<file path="config.mk">
export PLATFORM = sky130hd
export DESIGN_NAME = fireboy_motion
export DESIGN_NICKNAME = d
export VERILOG_FILES = /design/src/rtl/fireboy_motion.sv
export SDC_FILE = /design/constraint.sdc
export NUM_CORES = 1
export LEC_CHECK = 0
export ABC_CLOCK_PERIOD_IN_PS = 8300
export CAP_MARGIN = 20
export CORE_AREA = 2 2 88 90
export CTS_CLUSTER_DIAMETER = 80
export CTS_CLUSTER_SIZE = 10
export DETAILED_ROUTE_END_ITERATION = 8
export DIE_AREA = 0 0 90 92
export GPL_TIMING_DRIVEN = 0
export PLACE_DENSITY = 0.81
export SETUP_SLACK_MARGIN = 0.3
export SYNTH_ARGS = -nofsm -noshare
export SYNTH_HDL_FRONTEND = slang
export SYNTH_SLANG_ARGS = --single-unit
</file>
<file path="constraint.sdc">
create_clock -name vga_clk -period 8.3 [get_ports vga_clk]
set_input_delay 1.66 -clock vga_clk [delete_from_list [all_inputs] [get_ports vga_clk]]
set_output_delay 1.66 -clock vga_clk [all_outputs]
set_load 0.02 [all_outputs]
</file>
<file path="src/rtl/fireboy_motion.sv">
// -----------------------------------------------------------------------------
// fireboy_motion
// Per-frame motion controller for the Fireboy sprite. All state advances only
// on vga_clk edges where frame_start is high. Horizontal walking and the
// vertical jump/fall FSM update independently in the same tick. Every output
// is a register, so a new value appears the cycle after the tick.
//
// Ports
//   vga_clk      in   1   sole clock, all state on posedge
//   reset_n      in   1   asynchronous active-low reset
//   frame_start  in   1   one-cycle pulse per video frame (frame tick)
//   key_left     in   1   left key held
//   key_right    in   1   right key held
//   key_up       in   1   jump key held (edge-detected on ticks)
//   on_platform  in   1   feet rest on a solid tile
//   FireX        out  10  sprite-centre X
//   FireY        out  10  sprite-centre Y
//   airborne     out  1   high while RISING or FALLING
//   facing_left  out  1   last horizontal direction was left
// -----------------------------------------------------------------------------
module fireboy_motion #(
   parameter int X_START   = 13,
   parameter int Y_START   = 464,
   parameter int X_MIN     = 13,
   parameter int X_MAX     = 626,
   parameter int Y_MIN     = 15,
   parameter int Y_FLOOR   = 464,
   parameter int WALK_STEP = 2,
   parameter int JUMP_VEL  = 10,
   parameter int GRAVITY   = 1,
   parameter int MAX_FALL  = 8
) (
   input  logic       vga_clk,
   input  logic       reset_n,
   input  logic       frame_start,
   input  logic       key_left,
   input  logic       key_right,
   input  logic       key_up,
   input  logic       on_platform,
   output logic [9:0] FireX,
   output logic [9:0] FireY,
   output logic       airborne,
   output logic       facing_left
);

   typedef enum logic [1:0] {
      ST_GROUNDED = 2'd0,
      ST_RISING   = 2'd1,
      ST_FALLING  = 2'd2
   } state_t;

   // Position maths is done in 11-bit signed so that X - step or Y + vy can
   // go past the limits (or below zero) without wrapping before the clamp.
   localparam logic signed [10:0] L_X_MIN     = 11'(X_MIN);
   localparam logic signed [10:0] L_X_MAX     = 11'(X_MAX);
   localparam logic signed [10:0] L_Y_MIN     = 11'(Y_MIN);
   localparam logic signed [10:0] L_Y_FLOOR   = 11'(Y_FLOOR);
   localparam logic signed [10:0] L_WALK_STEP = 11'(WALK_STEP);
   localparam logic signed [5:0]  L_JUMP_VEL  = 6'(JUMP_VEL);
   localparam logic signed [5:0]  L_GRAVITY   = 6'(GRAVITY);
   localparam logic signed [5:0]  L_MAX_FALL  = 6'(MAX_FALL);
   localparam logic [9:0]         L_X_START10 = 10'(X_START);
   localparam logic [9:0]         L_Y_START10 = 10'(Y_START);
   localparam logic [9:0]         L_Y_MIN10   = 10'(Y_MIN);
   localparam logic [9:0]         L_Y_FLOOR10 = 10'(Y_FLOOR);

   state_t             r_state;
   logic [9:0]         r_x;
   logic [9:0]         r_y;
   logic signed [5:0]  r_vy;
   logic               r_key_up_prev;
   logic               r_facing_left;
   logic               r_airborne;

   logic signed [10:0] w_x_s;
   logic signed [10:0] w_y_s;
   logic signed [10:0] w_x_left;
   logic signed [10:0] w_x_right;
   logic signed [10:0] w_x_left_clamped;
   logic signed [10:0] w_x_right_clamped;
   logic signed [10:0] w_vy_ext;
   logic signed [10:0] w_ny_rise;
   logic signed [5:0]  w_vy_inc;
   logic signed [5:0]  w_vy_fall;
   logic signed [10:0] w_vy_fall_ext;
   logic signed [10:0] w_ny_fall;
   logic               w_jump_req;
   logic               w_move_left;
   logic               w_move_right;

   assign w_x_s    = signed'({1'b0, r_x});
   assign w_y_s    = signed'({1'b0, r_y});

   assign w_x_left          = w_x_s - L_WALK_STEP;
   assign w_x_right         = w_x_s + L_WALK_STEP;
   assign w_x_left_clamped  = (w_x_left  < L_X_MIN) ? L_X_MIN : w_x_left;
   assign w_x_right_clamped = (w_x_right > L_X_MAX) ? L_X_MAX : w_x_right;
   assign w_move_left       = key_left & ~key_right;
   assign w_move_right      = key_right & ~key_left;

   assign w_vy_ext      = {{5{r_vy[5]}}, r_vy};
   assign w_ny_rise     = w_y_s + w_vy_ext;
   assign w_vy_inc      = r_vy + L_GRAVITY;
   assign w_vy_fall     = (w_vy_inc > L_MAX_FALL) ? L_MAX_FALL : w_vy_inc;
   assign w_vy_fall_ext = {{5{w_vy_fall[5]}}, w_vy_fall};
   assign w_ny_fall     = w_y_s + w_vy_fall_ext;

   // Rising edge of key_up across ticks; holding the key yields one jump.
   assign w_jump_req = key_up & ~r_key_up_prev;

   always_ff @(posedge vga_clk or negedge reset_n) begin
      if (!reset_n) begin
         r_state       <= ST_GROUNDED;
         r_x           <= L_X_START10;
         r_y           <= L_Y_START10;
         r_vy          <= '0;
         // Treat key_up as already held so releasing reset never jumps.
         r_key_up_prev <= 1'b1;
         r_facing_left <= 1'b0;
         r_airborne    <= 1'b0;
      end else if (frame_start) begin
         r_key_up_prev <= key_up;

         if (w_move_left) begin
            r_x           <= w_x_left_clamped[9:0];
            r_facing_left <= 1'b1;
         end else if (w_move_right) begin
            r_x           <= w_x_right_clamped[9:0];
            r_facing_left <= 1'b0;
         end

         case (r_state)
            ST_GROUNDED: begin
               if (w_jump_req) begin
                  r_vy       <= -L_JUMP_VEL;
                  r_state    <= ST_RISING;
                  r_airborne <= 1'b1;
               end else if (!on_platform && (w_y_s < L_Y_FLOOR)) begin
                  // Walked off a ledge: start falling from rest.
                  r_vy       <= '0;
                  r_state    <= ST_FALLING;
                  r_airborne <= 1'b1;
               end
            end
            ST_RISING: begin
               if (w_ny_rise <= L_Y_MIN) begin
                  // Head bump against the ceiling.
                  r_y     <= L_Y_MIN10;
                  r_vy    <= '0;
                  r_state <= ST_FALLING;
               end else begin
                  r_y  <= w_ny_rise[9:0];
                  r_vy <= w_vy_inc;
                  if (!w_vy_inc[5]) begin
                     r_state <= ST_FALLING;
                  end
               end
            end
            ST_FALLING: begin
               if (on_platform) begin
                  r_vy       <= '0;
                  r_state    <= ST_GROUNDED;
                  r_airborne <= 1'b0;
               end else if (w_ny_fall >= L_Y_FLOOR) begin
                  r_y        <= L_Y_FLOOR10;
                  r_vy       <= '0;
                  r_state    <= ST_GROUNDED;
                  r_airborne <= 1'b0;
               end else begin
                  r_y  <= w_ny_fall[9:0];
                  r_vy <= w_vy_fall;
               end
            end
            default: begin
               r_state    <= ST_GROUNDED;
               r_airborne <= 1'b0;
            end
         endcase
      end
   end

   assign FireX       = r_x;
   assign FireY       = r_y;
   assign airborne    = r_airborne;
   assign facing_left = r_facing_left;

endmodule

</file>
==> implementation parameters <==
Parameter                              Value

Drt
  Post-DR wirelength/cell ... approximately 16 um
  Drt first pass iters ... 5
  Number of violations reported at the end of detailed-routing iteration 0 ... between 300 and 400
  Antenna-violating nets left ... 0
  Via density per instance ... between 6 and 7
  DR DRC count ... 0
  Via count of the routed design ... 3,816
  Final wirelength ... between 10 and 15 mm

Worst setup path
  Worst r2r dst ... r_vy[0]
  Highest fanout seen on the critical path ... 10
  Startpoint Class ... register
  Worst Path Class, Setup ... register to register
  Type of destination of the critical path ... register
  Register-to-register path setup slack ... ~2800 ps
  Required time of the critical path ... between 8000 and 9000 ps
  Depth of the worst register-to-register path ... 18
  Critical Path AT ... 5660 ps
  Reg-to-reg startpoint ... r_vy[0]

Synthesis
  Number of instances in the synthesized netlist ... ~470
  Count of cell types in the netlist ... 79
  Cell area after technology mapping ... about 3600 um2
  EDFF count, synth ... 0
  Yosys top cell area share ... 0.160
  Fraction of registers with async set or reset after synthesis ... 1.00
  Cell types occupying the most area after synthesis ... sky130_fd_sc_hd__dfrtp_1, sky130_fd_sc_hd__ha_1, sky130_fd_sc_hd__o21ai_0
  Ys flop type ... sky130_fd_sc_hd__dfrtp_1
  Post-synthesis area per instance ... about 7.6 um2
  Cell type with the highest aggregate area in the netlist ... sky130_fd_sc_hd__dfrtp_1
  Register bit total from synthesis ... 31
  Number of warning messages in the yosys log ... 0
  Synthesized net count ... roughly 510
  Post-synthesis sequential area ratio ... 0.219

Clocking
  Buffer cell driving the clock tree root ... sky130_fd_sc_hd__clkbuf_8
  Num CTS Buffers ... 5
  Post-cts hold buffer count ... 0
  CTS tree ... built
  Clock-pin slew on the worst setup and hold paths ... approximately 80 ps
  Max clock buf depth ... 2
  Number of clock sinks seen by CTS ... 31
  Clock latency reported for the late side of the worst-skew pair ... 300 ps
  Number of H-tree levels ... 2
  # resized after CTS ... 0
  Number of buffers inserted by post-CTS setup repair ... 0

Min path
  Hold Path Class ... register to register
  Worst Hold Path EP ... airborne
  Hold Path Stages ... 1
  Launch instance of the worst min-delay path ... airborne

STA
  RSZ-0062 raised after global routing ... no
  Minimum clock period ... ~5500 ps
  Worst rel slew slack ... 0.325
  Highest attainable clock frequency ... between 0.15 and 0.2 GHz
  Max Slew Vio Count ... 0
  Number of hold violations in the final report ... 0
  Least setup slack across all paths after layout ... 2830 ps
  Final worst-path cycle share ... 0.659
  Worst slack on hold paths ... between 400 and 500 ps
  Least-Margin Pin Slew ... ~1000 ps
  Total setup violations reported at the end of the flow ... 0
  Worst setup skew after layout ... 15.4 ps
  Sum of negative setup slack ... 0 ps

Placement
  GP Congestion ... about 1.1
  Cell count after placement ... 601
  HPWL after detailed placement ... 7.52 mm
  Pre-CTS setup slack ... between 2000 and 3000 ps
  Count of port buffers added during placement ... 28

Die
  Number of core rows ... 32
  Initial Util ... 0.482
  Core ar. ... ~7400 um2
  Ports ... 29
  Die height ... around 92 um
  Horizontal die dimension ... ~90 um
  Die outline area ... 8280 um2

Power and ir drop
  Leak pwr ... 1.61 nW
  Worst vdd rail ir drop ... around 0.18 mV
  Total power ... 1.66 mW
  Total power per unit cell area ... around 400 nW/um2

Finish
  Layout overhead on the synthesized area ... 14.1%
  Number of nets in the layout ... roughly 540
  N_diodes ... 0
  Final Instance Count excl. Fillers ... about 600
  Proportion of layout cells with a drive suffix above 1 ... 0.0769

Status
  Status ... finished, final reports clean

GRT
  First-pass GRT wire length ... 16.8 mm
  Antenna violations before repair ... 0
  Via count of the first global-routing pass ... 3,542
  Largest net degree at the start of global routing ... 32
  Global routing usage summed across all routing layers ... 0.246
  Overflow left after global routing ... 0

Flow run
  Number of max-cap violations ... 0
-- cells in the mapped netlist (3+ instances only) --
library cell,instances
sky130_fd_sc_hd__o21ai_0,47
sky130_fd_sc_hd__inv_1,25
sky130_fd_sc_hd__nand3_1,19
sky130_fd_sc_hd__buf_4,3
sky130_fd_sc_hd__o21a_1,4
sky130_fd_sc_hd__nor3_1,14
sky130_fd_sc_hd__o211ai_1,3
sky130_fd_sc_hd__a311oi_1,3
sky130_fd_sc_hd__a2bb2oi_1,4
sky130_fd_sc_hd__or2_2,3
sky130_fd_sc_hd__and3_1,5
sky130_fd_sc_hd__xnor2_1,12
sky130_fd_sc_hd__nor2b_1,5
sky130_fd_sc_hd__dfstp_2,8
sky130_fd_sc_hd__nand2b_1,12
sky130_fd_sc_hd__a31oi_1,13
sky130_fd_sc_hd__xor2_1,6
sky130_fd_sc_hd__a32o_1,3
sky130_fd_sc_hd__nand4_1,5
sky130_fd_sc_hd__ha_1,27
sky130_fd_sc_hd__dfrtp_1,23
sky130_fd_sc_hd__nor2_1,28
sky130_fd_sc_hd__nor4_1,6
sky130_fd_sc_hd__a221oi_1,3
sky130_fd_sc_hd__a21o_1,5
sky130_fd_sc_hd__mux2i_1,4
sky130_fd_sc_hd__nand2_1,47
sky130_fd_sc_hd__a31o_2,3
sky130_fd_sc_hd__a211oi_1,4
sky130_fd_sc_hd__nor3b_1,4
sky130_fd_sc_hd__clkbuf_1,18
sky130_fd_sc_hd__and2_1,5
sky130_fd_sc_hd__o22ai_1,3
sky130_fd_sc_hd__nand3b_1,3
sky130_fd_sc_hd__a21oi_1,39
-- layout make-up --
class	count	area (um2)
clock inverter	1	7.51
fill	701	3350
sequential	31	786
clock buffer	7	96.3
buffer	24	109
timing repair buffer	28	275
multi-input combinational	390	2600
tap	102	128
inverter	26	97.6
-- how the worst max path moves through the flow --
stage | startpoint | to | slack [ps] | cells after the start
floorplan | r_vy[1] | airborne | 3920 | 17
global placement | r_vy[1] | r_vy[0] | 3110 | 18
detailed placement | r_vy[1] | r_vy[0] | 2950 | 18
CTS | r_vy[1] | r_vy[0] | 2910 | 18
global route | r_vy[1] | r_vy[0] | 2430 | 18
finish | r_vy[0] | r_vy[0] | 2830 | 18
-- cells by family after synthesis --
group,share of synthesized area
muxes,0.0237
and+or+nand+nor,0.241
buffers and inverters,0.0575
adders and majority gates,0.0997
AOI/OAI and AO/OA,0.315
xor gates and xnor gates,0.0439
DFF,0.219
-- placed cells by master, fill, tap and decap left out, types with 4 or more instances in the layout --
| cell | n |
|---|---|
| sky130_fd_sc_hd__nor4_1 | 6 |
| sky130_fd_sc_hd__nand3_1 | 19 |
| sky130_fd_sc_hd__xor2_1 | 6 |
| sky130_fd_sc_hd__and3_1 | 5 |
| sky130_fd_sc_hd__nor3b_1 | 4 |
| sky130_fd_sc_hd__nor3_1 | 14 |
| sky130_fd_sc_hd__dfrtp_1 | 23 |
| sky130_fd_sc_hd__nand2_1 | 47 |
| sky130_fd_sc_hd__nor2_1 | 28 |
| sky130_fd_sc_hd__clkbuf_8 | 7 |
| sky130_fd_sc_hd__o21ai_0 | 47 |
| sky130_fd_sc_hd__nand4_1 | 5 |
| sky130_fd_sc_hd__a211oi_1 | 4 |
| sky130_fd_sc_hd__a31oi_1 | 13 |
| sky130_fd_sc_hd__a2bb2oi_1 | 4 |
| sky130_fd_sc_hd__clkbuf_1 | 18 |
| sky130_fd_sc_hd__a21o_1 | 5 |
| sky130_fd_sc_hd__inv_1 | 25 |
| sky130_fd_sc_hd__nor2b_1 | 5 |
| sky130_fd_sc_hd__nand2b_1 | 12 |
| sky130_fd_sc_hd__mux2i_1 | 4 |
| sky130_fd_sc_hd__clkdlybuf4s50_1 | 27 |
| sky130_fd_sc_hd__ha_1 | 27 |
| sky130_fd_sc_hd__o21a_1 | 4 |
| sky130_fd_sc_hd__and2_1 | 5 |
| sky130_fd_sc_hd__xnor2_1 | 12 |
| sky130_fd_sc_hd__dfstp_2 | 8 |
| sky130_fd_sc_hd__a21oi_1 | 39 |
-- layer usage --
layer	vias to the layer above	wire length [um]	GRT usage
met2	186	4480	0.390
met5	-	0	0
met3	24	946	0.0411
li1	1828	-	-
met4	0	206	0.0872
met1	1778	4380	0.341
-- metrics by stage --
stage / instance area [um2] / util
floorplan: 3590 / -
global placement: 4000 / 0.537
detailed placement: 3990 / 0.536
CTS: 4100 / 0.550
global route: 4100 / 0.550
finish: 4100 / 0.550
-- where the power goes --
part	switching, mW	internal [mW]
Combinational	0.721	0.482
Clock	0.0685	0.0756
Sequential	0.0869	0.221
-- state kept, by name, indices dropped and copies added (netlist names) --
register       count
FireX             10
FireY             10
r_vy               6
r_state            2
airborne           1
facing_left        1
r_key_up_prev      1
-- critical path, stage by stage (launching register included) --
cell                       delay, ps
sky130_fd_sc_hd__dfrtp_1         500
sky130_fd_sc_hd__ha_1            360
sky130_fd_sc_hd__nor2_1           80
sky130_fd_sc_hd__a32o_1          300
sky130_fd_sc_hd__nor4_1          870
sky130_fd_sc_hd__a21oi_1         120
sky130_fd_sc_hd__ha_1            320
sky130_fd_sc_hd__clkbuf_1        320
sky130_fd_sc_hd__nand3_1         120
sky130_fd_sc_hd__a311oi_1        270
sky130_fd_sc_hd__nand4b_1        140
sky130_fd_sc_hd__and4b_1         300
sky130_fd_sc_hd__and2_1          230
sky130_fd_sc_hd__o311ai_1        470
sky130_fd_sc_hd__a211oi_2        120
sky130_fd_sc_hd__a21oi_4         280
sky130_fd_sc_hd__buf_6           210
sky130_fd_sc_hd__a31oi_1         130
sky130_fd_sc_hd__o31ai_1         220
Power figures use the tool's default switching activity.
